$ cat config.mk
export PLATFORM = sky130hd
export DESIGN_NAME = muldiv_ctrl_flat
export DESIGN_NICKNAME = d
export VERILOG_FILES = /design/src/rtl/muldiv_pkg.sv /design/src/rtl/muldiv_if.sv /design/src/rtl/muldiv_step.sv /design/src/rtl/muldiv_ctrl.sv /design/src/flat_wrapper.sv
export SDC_FILE = /design/constraint.sdc
export NUM_CORES = 1
export LEC_CHECK = 0
export BUFFER_PORTS_ARGS = -buffer_cell sky130_fd_sc_hd__buf_2
export CAP_MARGIN = 20
export CORE_MARGIN = 8
export CORE_UTILIZATION = 25
export DETAILED_ROUTE_END_ITERATION = 8
export GPL_TIMING_DRIVEN = 0
export PLACE_DENSITY = 0.44
export SLEW_MARGIN = 20
export SYNTH_ARGS = -nofsm -noshare
export SYNTH_HDL_FRONTEND = slang
export SYNTH_HIERARCHICAL = 1
export SYNTH_SLANG_ARGS = --single-unit
$ cat constraint.sdc
create_clock -name clk -period 3.3 [get_ports clk]
set_input_delay 0.165 -clock clk [delete_from_list [all_inputs] [get_ports clk]]
set_output_delay 0.165 -clock clk [all_outputs]
set_load 0.05 [all_outputs]
$ cat src/rtl/muldiv_pkg.sv
// Shared definitions for the multiply/divide unit: op encoding, FSM states, defaults.
package muldiv_pkg;

  localparam int unsigned DEF_WIDTH = 32;
  localparam int unsigned DEF_ITER  = 32;

  typedef enum logic [2:0] {
    OP_MULT  = 3'b000,
    OP_MULTU = 3'b001,
    OP_DIV   = 3'b010,
    OP_DIVU  = 3'b011,
    OP_MTHI  = 3'b100,
    OP_MTLO  = 3'b101
  } op_e;

  typedef enum logic [1:0] {
    ST_IDLE = 2'b00,
    ST_CALC = 2'b01,
    ST_FIX  = 2'b10,
    ST_DONE = 2'b11
  } state_e;

  // Multi-cycle ops (mult/multu/div/divu) all have op[2] clear.
  function automatic logic is_arith_op(input logic [2:0] op);
    return (op[2] == 1'b0);
  endfunction

  function automatic logic is_div_op(input logic [2:0] op);
    return (op[2:1] == 2'b01);
  endfunction

  // Signed variants are the even encodings of the arithmetic group.
  function automatic logic is_signed_op(input logic [2:0] op);
    return (op[2] == 1'b0) && (op[0] == 1'b0);
  endfunction

endpackage

$ cat src/rtl/muldiv_if.sv
// Request/response bundle between the pipeline and the multiply/divide unit.
interface muldiv_if import muldiv_pkg::*; #(
  parameter int unsigned WIDTH = DEF_WIDTH
);

  logic             start;
  logic [2:0]       op;
  logic [WIDTH-1:0] a;
  logic [WIDTH-1:0] b;
  logic             flush;
  logic             busy;
  logic             done;
  logic [WIDTH-1:0] hi;
  logic [WIDTH-1:0] lo;

  modport master (
    output start, op, a, b, flush,
    input  busy, done, hi, lo
  );

  modport slave (
    input  start, op, a, b, flush,
    output busy, done, hi, lo
  );

endinterface

$ cat src/rtl/muldiv_step.sv
// One radix-2 iteration: shift-add multiply or restoring-divide step on {acc_hi, acc_lo}.
module muldiv_step import muldiv_pkg::*; #(
  parameter int unsigned WIDTH = DEF_WIDTH
) (
  input  logic             is_div_i,
  input  logic [WIDTH-1:0] acc_hi_i,
  input  logic [WIDTH-1:0] acc_lo_i,
  input  logic [WIDTH-1:0] operand_i,
  output logic [WIDTH-1:0] acc_hi_c_o,
  output logic [WIDTH-1:0] acc_lo_c_o
);

  logic [WIDTH:0] mul_sum;
  logic [WIDTH:0] div_shift;
  logic [WIDTH:0] div_diff;

  // Multiply: add multiplicand on LSB of multiplier, shift {carry,hi,lo} right.
  // Divide: shift next dividend bit into remainder, keep trial difference if non-negative.
  always_comb begin
    acc_hi_c_o = acc_hi_i;
    acc_lo_c_o = acc_lo_i;
    mul_sum    = (WIDTH+1)'(acc_hi_i) + (acc_lo_i[0] ? (WIDTH+1)'(operand_i) : (WIDTH+1)'(0));
    div_shift  = {acc_hi_i, acc_lo_i[WIDTH-1]};
    div_diff   = div_shift - {1'b0, operand_i};
    if (is_div_i) begin
      if (!div_diff[WIDTH]) begin
        acc_hi_c_o = div_diff[WIDTH-1:0];
        acc_lo_c_o = {acc_lo_i[WIDTH-2:0], 1'b1};
      end else begin
        acc_hi_c_o = div_shift[WIDTH-1:0];
        acc_lo_c_o = {acc_lo_i[WIDTH-2:0], 1'b0};
      end
    end else begin
      acc_hi_c_o = mul_sum[WIDTH:1];
      acc_lo_c_o = {mul_sum[0], acc_lo_i[WIDTH-1:1]};
    end
  end

endmodule

$ cat src/rtl/muldiv_ctrl.sv
// Iterative MIPS-style HI/LO multiply/divide unit: FSM, iteration counter, sign fix-up, HI/LO.
module muldiv_ctrl import muldiv_pkg::*; #(
  parameter int unsigned WIDTH = DEF_WIDTH,
  parameter int unsigned ITER  = DEF_ITER
) (
  input  logic     clk,
  input  logic     reset,
  muldiv_if.slave  bus
);

  localparam int unsigned CNT_W = $clog2(ITER + 1);

  state_e             state_q, state_d;
  logic [CNT_W-1:0]   cnt_q, cnt_d;
  logic [WIDTH-1:0]   acc_hi_q, acc_hi_d;
  logic [WIDTH-1:0]   acc_lo_q, acc_lo_d;
  logic [WIDTH-1:0]   opnd_q, opnd_d;
  logic [WIDTH-1:0]   hi_q, hi_d;
  logic [WIDTH-1:0]   lo_q, lo_d;
  logic               div_q, div_d;
  logic               neg_a_q, neg_a_d;
  logic               neg_b_q, neg_b_d;
  logic               dz_q, dz_d;
  logic               busy_q, busy_d;
  logic               done_q, done_d;

  logic [WIDTH-1:0]   step_hi_c, step_lo_c;
  logic               sgn_a_c, sgn_b_c;
  logic [WIDTH-1:0]   abs_a_c, abs_b_c;
  logic [2*WIDTH-1:0] prod_c;
  logic [WIDTH-1:0]   quo_c, rem_c;

  muldiv_step #(.WIDTH(WIDTH)) u_step (
    .is_div_i   (div_q),
    .acc_hi_i   (acc_hi_q),
    .acc_lo_i   (acc_lo_q),
    .operand_i  (opnd_q),
    .acc_hi_c_o (step_hi_c),
    .acc_lo_c_o (step_lo_c)
  );

  // Operand magnitudes and sign flags captured when a request is accepted.
  always_comb begin
    sgn_a_c = is_signed_op(bus.op) && bus.a[WIDTH-1];
    sgn_b_c = is_signed_op(bus.op) && bus.b[WIDTH-1];
    abs_a_c = sgn_a_c ? (WIDTH'(~bus.a) + WIDTH'(1)) : bus.a;
    abs_b_c = sgn_b_c ? (WIDTH'(~bus.b) + WIDTH'(1)) : bus.b;
  end

  // Sign correction of the unsigned iteration result; divide-by-zero forces an all-ones quotient.
  always_comb begin
    prod_c = {acc_hi_q, acc_lo_q};
    quo_c  = acc_lo_q;
    rem_c  = acc_hi_q;
    if (neg_a_q ^ neg_b_q) begin
      prod_c = (2*WIDTH)'(~prod_c) + (2*WIDTH)'(1);
      quo_c  = WIDTH'(~acc_lo_q) + WIDTH'(1);
    end
    if (neg_a_q) begin
      rem_c = WIDTH'(~acc_hi_q) + WIDTH'(1);
    end
    if (dz_q) begin
      quo_c = '1;
    end
  end

  // Next-state, datapath and output decode.
  always_comb begin
    state_d  = state_q;
    cnt_d    = cnt_q;
    acc_hi_d = acc_hi_q;
    acc_lo_d = acc_lo_q;
    opnd_d   = opnd_q;
    hi_d     = hi_q;
    lo_d     = lo_q;
    div_d    = div_q;
    neg_a_d  = neg_a_q;
    neg_b_d  = neg_b_q;
    dz_d     = dz_q;

    unique case (state_q)
      ST_IDLE: begin
        if (bus.start && !bus.flush) begin
          if (is_arith_op(bus.op)) begin
            state_d  = ST_CALC;
            cnt_d    = '0;
            div_d    = is_div_op(bus.op);
            neg_a_d  = sgn_a_c;
            neg_b_d  = sgn_b_c;
            dz_d     = is_div_op(bus.op) && (bus.b == '0);
            acc_hi_d = '0;
            // Divide shifts the dividend out of acc_lo; multiply shifts the multiplier out.
            if (is_div_op(bus.op)) begin
              acc_lo_d = abs_a_c;
              opnd_d   = abs_b_c;
            end else begin
              acc_lo_d = abs_b_c;
              opnd_d   = abs_a_c;
            end
          end else if (bus.op == OP_MTHI) begin
            hi_d = bus.a;
          end else if (bus.op == OP_MTLO) begin
            lo_d = bus.a;
          end
        end
      end
      ST_CALC: begin
        acc_hi_d = step_hi_c;
        acc_lo_d = step_lo_c;
        cnt_d    = cnt_q + CNT_W'(1);
        if (cnt_q == CNT_W'(ITER - 1)) begin
          state_d = ST_FIX;
        end
      end
      ST_FIX: begin
        state_d = ST_DONE;
        if (div_q) begin
          hi_d = rem_c;
          lo_d = quo_c;
        end else begin
          hi_d = prod_c[2*WIDTH-1:WIDTH];
          lo_d = prod_c[WIDTH-1:0];
        end
      end
      ST_DONE: begin
        state_d = ST_IDLE;
      end
      default: begin
        state_d = ST_IDLE;
      end
    endcase

    // Abort: drop the operation without touching HI/LO.
    if (bus.flush && (state_q != ST_IDLE)) begin
      state_d = ST_IDLE;
      cnt_d   = '0;
      hi_d    = hi_q;
      lo_d    = lo_q;
    end

    busy_d = (state_d != ST_IDLE);
    done_d = (state_d == ST_DONE);
  end

  // State and datapath registers.
  always_ff @(posedge clk or negedge reset) begin
    if (!reset) begin
      state_q  <= ST_IDLE;
      cnt_q    <= '0;
      acc_hi_q <= '0;
      acc_lo_q <= '0;
      opnd_q   <= '0;
      hi_q     <= '0;
      lo_q     <= '0;
      div_q    <= 1'b0;
      neg_a_q  <= 1'b0;
      neg_b_q  <= 1'b0;
      dz_q     <= 1'b0;
      busy_q   <= 1'b0;
      done_q   <= 1'b0;
    end else begin
      state_q  <= state_d;
      cnt_q    <= cnt_d;
      acc_hi_q <= acc_hi_d;
      acc_lo_q <= acc_lo_d;
      opnd_q   <= opnd_d;
      hi_q     <= hi_d;
      lo_q     <= lo_d;
      div_q    <= div_d;
      neg_a_q  <= neg_a_d;
      neg_b_q  <= neg_b_d;
      dz_q     <= dz_d;
      busy_q   <= busy_d;
      done_q   <= done_d;
    end
  end

  assign bus.busy = busy_q;
  assign bus.done = done_q;
  assign bus.hi   = hi_q;
  assign bus.lo   = lo_q;

endmodule

$ cat src/flat_wrapper.sv
// flat-port wrapper written by rule: the top's interface ports become plain ports
module muldiv_ctrl_flat import muldiv_pkg::*;
#(
  parameter int unsigned WIDTH = DEF_WIDTH,
  parameter int unsigned ITER  = DEF_ITER
)
  (clk, reset, bus_start, bus_op, bus_a, bus_b, bus_flush, bus_busy, bus_done, bus_hi, bus_lo);
  muldiv_if #(.WIDTH(WIDTH)) bus_i ();
  input  logic clk;
  input  logic reset;
  input wire logic [$bits(bus_i.start)-1:0] bus_start;
  input wire logic [$bits(bus_i.op)-1:0] bus_op;
  input wire logic [$bits(bus_i.a)-1:0] bus_a;
  input wire logic [$bits(bus_i.b)-1:0] bus_b;
  input wire logic [$bits(bus_i.flush)-1:0] bus_flush;
  output wire logic [$bits(bus_i.busy)-1:0] bus_busy;
  output wire logic [$bits(bus_i.done)-1:0] bus_done;
  output wire logic [$bits(bus_i.hi)-1:0] bus_hi;
  output wire logic [$bits(bus_i.lo)-1:0] bus_lo;
  assign bus_i.start = bus_start;
  assign bus_i.op = bus_op;
  assign bus_i.a = bus_a;
  assign bus_i.b = bus_b;
  assign bus_i.flush = bus_flush;
  assign bus_busy = bus_i.busy;
  assign bus_done = bus_i.done;
  assign bus_hi = bus_i.hi;
  assign bus_lo = bus_i.lo;
  muldiv_ctrl #(.WIDTH(WIDTH), .ITER(ITER)) u_core (.clk(clk), .reset(reset), .bus(bus_i));
endmodule
# == Yosys cells after proc, flatten, opt, wreduce, memory -nomap -nowiden ==
# Index checks and enable logic that the tools add are counted.
# totals
register_bits,174
in_bits,71
output_inout_bits,66
# classes
addsub,8
eq_ne,16
muxes,39
bitwise,9
reduce_logical,19
# ops
operator,n
2-to-1 mux 32 bit,24
case mux 32 bit (2 select lines),4
adder 32 x 1 -> 32 bit (second input constant),4
NOT 32 bit,4
adder 64 x 1 -> 64 bit (second input constant),1
2-to-1 mux 64 bit,1
NOT 64 bit,1
adder 32 x 33 -> 33 bit,1
subtractor 33 x 32 -> 33 bit,1
logical NOT 32 bit,1
2-to-1 mux 6 bit,3
case mux 6 bit (2 select lines),1
AND reduction 3 bit,3
2-to-1 mux 2 bit,4
case mux 2 bit (4 select lines),1
nonzero test 2 bit,4
adder 6 x 1 -> 6 bit (second input constant),1
== test 2 bit (second input constant),3
== test 3 bit (second input constant),2
== test 6 x 5 -> 1 bit (second input constant),1
logical AND 1 bit,6
!= test 2 x 1 -> 1 bit (second input constant),3
!= test 2 bit (second input constant),3
AND reduction 6 bit,1
10 further kinds,13

# == Depth between registers and ports, before layout ==
# logic_depth
depth_word,8
ltp_mapped,14

# == By module ==
# The synthesis kept the hierarchy.
# modules_own_cells
mod,instances,cells_per_inst,area_per_inst_um2,seq_area_each_um2
muldiv_ctrl,1,1210,10558.9,4354.2
muldiv_step,1,663,4590.7,0.0

# == Worst setup path before layout ==
# No wires, ideal clock.
# synth_path
kind,register -> register
start,register u_core.acc_lo_q[0]
end,register u_core.acc_hi_q[28]
setup_time_ns,0.121
arrival_ns,2.978
t_required_ns,3.179
path_slack_ns,0.201
path_stages_with_launch,14
n_path_buf,1
period_less_slack_ns,3.099
cell_sequence,dfrtp_1 > clkbuf_1 > and2_1 > ha_1 > a211oi_1 > o211ai_1 > a21oi_2 > a21oi_1 > a2111oi_4 > nor3_1 > a211oi_1 > xor2_1 > a22oi_1 > a22o_1
# synth_via
elab_chain_cells,4
# synth_rtl
element,line_no,rtl
from (decl),muldiv_ctrl.sv:16,"logic [WIDTH-1:0] acc_lo_q, acc_lo_d;"
from (signal assigned),muldiv_ctrl.sv:165,acc_lo_q <= acc_lo_d;
2-to-1 mux 32 bit,muldiv_step.sv:22,mul_sum = (WIDTH+1)'(acc_hi_i) + (acc_lo_i[0] ? (WIDTH+1)'(operand_i) : (WIDTH+1)'(0));
adder 32 x 33 -> 33 bit,muldiv_step.sv:22,
2-to-1 mux 32 bit,muldiv_step.sv:25,if (is_div_i) begin
named net u_core.step_hi_c[28],muldiv_ctrl.sv:27,"logic [WIDTH-1:0] step_hi_c, step_lo_c;"
case mux 32 bit (2 select lines),muldiv_ctrl.sv:81,unique case (state_q)
to (signal assigned),muldiv_ctrl.sv:164,acc_hi_q <= acc_hi_d;
to (decl),muldiv_ctrl.sv:15,"logic [WIDTH-1:0] acc_hi_q, acc_hi_d;"
# The timed path passes the listed nets, and every way through them passes these cells.
# A chain may end at the register's enable or synchronous reset.

# == Worst setup path after layout ==
# layout_path
start,register u_core.acc_lo_q[31]
end,register u_core.acc_hi_q[27]
# layout_via
elab_chain_cells,4
# layout_rtl
element,line_no,rtl
subtractor 33 x 32 -> 33 bit,muldiv_step.sv:24,"div_diff = div_shift - {1'b0, operand_i};"
2-to-1 mux 32 bit,muldiv_step.sv:26,if (!div_diff[WIDTH]) begin
2-to-1 mux 32 bit,muldiv_step.sv:25,
named net u_core.step_hi_c[27],muldiv_ctrl.sv:27,
case mux 32 bit (2 select lines),muldiv_ctrl.sv:81,
# The timed path passes the listed nets, and every way through them passes these cells.

==> summary.md <==
| Metric | Value |
|---|---|
| TritonCTS clock tree | yes |
| CP endpoint kind | flip-flop |
| Period utilisation layout | 99.2% |
| Cell with the most instances after synthesis | nand2_1 |
| Slew Limit Fails | 0 |
| Num rows | 90 |
| Fin nets | 2,202 |
| Commonest cells in the netlist | 186 x nand2_1, 174 x dfrtp_1, 156 x nor2_1 |
| Maxcap violations | 0 |
| Static leakage | 7.59 nW |
| Pre-CTS setup slack | -850 ps |
| Cell chain of the critical path | inv_2 > ha_4 > fa_2 > nand2b_4 > a21oi_4 > o21ai_4 > o21ai_4 > a31oi_4 > a21oi_4 > xor2_4 > buf_12 > mux2i_2 > mux2i_1 > a22o_1 |
| Setup ws final | 27.3 ps |
| Required @ worst endpoint | approximately 3700 ps |
| Clk root buf | clkbuf_16 |
| Type of the worst setup path | flip-flop to flip-flop |
| Buf/Inv on CP | 2 |
| Setup violators final | 0 |
| Hold crit path type | input port to flip-flop |
| Post-Route WL | 71.9 mm |
| Register bit total from synthesis | ~170 |
| Hpwl dp | about 57 mm |
| Ys async rst share | 100% |
| Initial antenna violation count | 2 |
| First-pass GRT wire length | 104 mm |
| Main synth FF type | dfrtp_1 |
| PwrDens | roughly 940 mW/mm2 |
| Syn Nets | 2,015 |
| Area contributors post-synth | dfrtp_1 29%, ha_1 5.7%, xnor2_1 5.3% |
| Final Cell Area | 0.0184 mm2 |
| RSZ-0062 raised after global routing | true |
| CTS buffer count | 17 |
| Endpoints failing hold | 0 |
| Skew final | 9.44 ps |
| Antenna diode count | 0 |
| Remaining Overflow, GRT | 0 |
| Core ar. | approximately 0.060 mm2 |
| Area leader, netlist | dfrtp_1 |
| Max transition margin | 25.5% |
| CP top delay family | compound AO/OA/AOI/OAI gates |
| Port buffer count | 129 |
| Mapped Area | 0.0151 mm2 |
| Post-synthesis cell count | around 1.9k |
| Gr usage total | 20.5% |
| EDFF count, synth | 0 |
| H-tree Lvls | 4 |
| Worst skew pair latency | 500 ps |
| Layout cells sized above 1 | 19.5% |
| I/O Pins | 137 |
| Total die area | between 0.06 and 0.07 mm2 |
| Detail Route Antenna Nets | 0 |
| Starting density of the core | 25.2% |
| Outcome | finished clean |
| Die X | 262 um |
| Crit path max fanout | 6 |
| Post-Place Cell Area | 0.0168 mm2 |
| Area delta synth->final | 21.3% |
| Vias in the first global route | 15.5k |
| Initial drt markers | 1,655 |
| Seq/Total Area, Yosys | 28.7% |
| Total power | 0.0173 W |
| Slowest-stage cell, CP | dfrtp_2 |
| Worst vdd ir | 0.483 mV |
| WL/cell | around 25 um |
| Vias | 16.0k |
| Mean Syn Cell Area | 8.09 um2 |
| Crit start category | flip-flop |
| Critical Path Max Stage Delay | 380 ps |
| Synth cell types | 87 |
| FMAX | 306 MHz |
| Worst slew pin tran | 1110 ps |
| Tmin final | 3270 ps |
| DR pass1 iterations | 8 |
| Synth Warn # | 6 |
| CTS sink cnt | 174 |
| Chip height | 262 um |
| Worst EP arrival | 3660 ps |
| DRC | 0 |
| Clock tree buffer depth | 2 |
| # fillers | 6,570 |
| Routed vias/inst | 5.61 |
| Worst-path clk slew | 70 ps |
| Gpl congestion | 0.946 |
| Yosys top cell area share | 28.7% |
| Pin count of the biggest net entering global routing | 71 |
cell families (layout without fill, tap and decap cells):
family	after synthesis	in the layout	synth area share, %
xor gates and xnor gates	173	173	10.2
adders and majority gates	71	71	5.96
buffers and inverters	180	380	4.70
AOI/OAI and AO/OA	641	641	28.2
and+or+nand+nor	586	586	18.7
muxes	48	48	3.43
DFF	174	174	28.7
routing by layer:
layer	track usage [%]	vias to the layer above	share of wire, %
li1	-	7296	-
met1	26.6	7968	43
met2	33.5	626	47
met3	4.00	120	6.2
met4	7.63	0	3.6
met5	0	-	0
worst reg2reg max path, delay by kind of cell (launching register included):
family                     cells  cell delay [ps]
AOI/OAI and AO/OA              6             1230
adders and majority gates      2              500
DFF                            1              380
muxes                          2              350
xor gates and xnor gates       1              310
buffers and inverters          2              240
and+or+nand+nor                1              160
cell usage in the layout, fill, tap and decap left out, drive strengths merged, types with 19 or more instances in the layout:
cell type,synthesis,layout
nor3,34,34
xor2,81,81
a22oi,30,30
clkbuf,96,109
mux2,31,31
ha,69,69
nor4,27,27
and2,42,42
o31ai,19,19
a31oi,41,41
o21ai,145,145
dfrtp,174,174
nand2,186,186
o22ai,40,40
a21oi,147,147
xnor2,92,92
a22o,39,39
nor2,156,156
nand3,34,34
buf,18,192
a21o,30,30
inv,65,68
final timing paths:
path,depth (start not counted),endpoint,slack (ps),start
hold / removal,3,u_core/bus.hi[23],40,bus_a[23]
setup / recovery,14,u_core/acc_hi_q[27],30,u_core/acc_lo_q[31]
max in group asynchronous,3,u_core/acc_hi_q[22],2440,reset
min in group asynchronous,2,u_core/bus.lo[9],130,reset
hold reg to reg,2,u_core/bus.hi[25],490,u_core/bus.hi[25]
setup reg to reg,14,u_core/acc_hi_q[27],30,u_core/acc_lo_q[31]
report_power, final:
group	leakage [nW]	switching, W	internal (W)
logic	5.18	0.00653	0.00443
registers	2.13	0.00134	0.00282
clock network	0.281	0.00101	0.00116
through the flow:
step           TNS [ps]  utilization (%)  hold WS [ps]  instances
2_1_floorplan         0                -          -131       1873
3_3_place_gp    -213420             27.9           421       2784
3_5_place_dp     -22620             28.0          67.1       2786
4_1_cts            -114             29.8          1.24       2841
5_1_grt            -133             30.6          27.7       2855
6_report              0             30.6          35.3       2855
timing repair:
action,4_1_cts,5_1_grt
hold buffers,2,0
setup endpoints to repair,45,62
pin swaps,12,26
endpoints found under the hold margin,175,0
cloned,1,0
gates resized for setup,77,80
buffers inserted,23,20
final cells by class:
cell class | count | area (um2) | area share [%]
Multi-Input combinational cell | 1519 | 10600 | 57.7
Clock buffer | 21 | 460 | 2.51
Clock inverter | 11 | 131 | 0.715
Sequential cell | 174 | 4400 | 23.9
Inverter | 66 | 251 | 1.37
Timing Repair Buffer | 176 | 1070 | 5.82
Tap cell | 782 | 978 | 5.32
Buffer | 106 | 478 | 2.60
state kept, by name (all words and copies together) (netlist names):
signal,count
u_core/dz_q,1
u_core/bus.done,1
u_core/state_q,2
u_core/div_q,1
u_core/neg_a_q,1
u_core/acc_hi_q,32
u_core/opnd_q,32
u_core/cnt_q,6
u_core/acc_lo_q,32
u_core/bus.hi,32
u_core/neg_b_q,1
u_core/bus.lo,32
u_core/bus.busy,1
(Power assumes the default switching activity.)
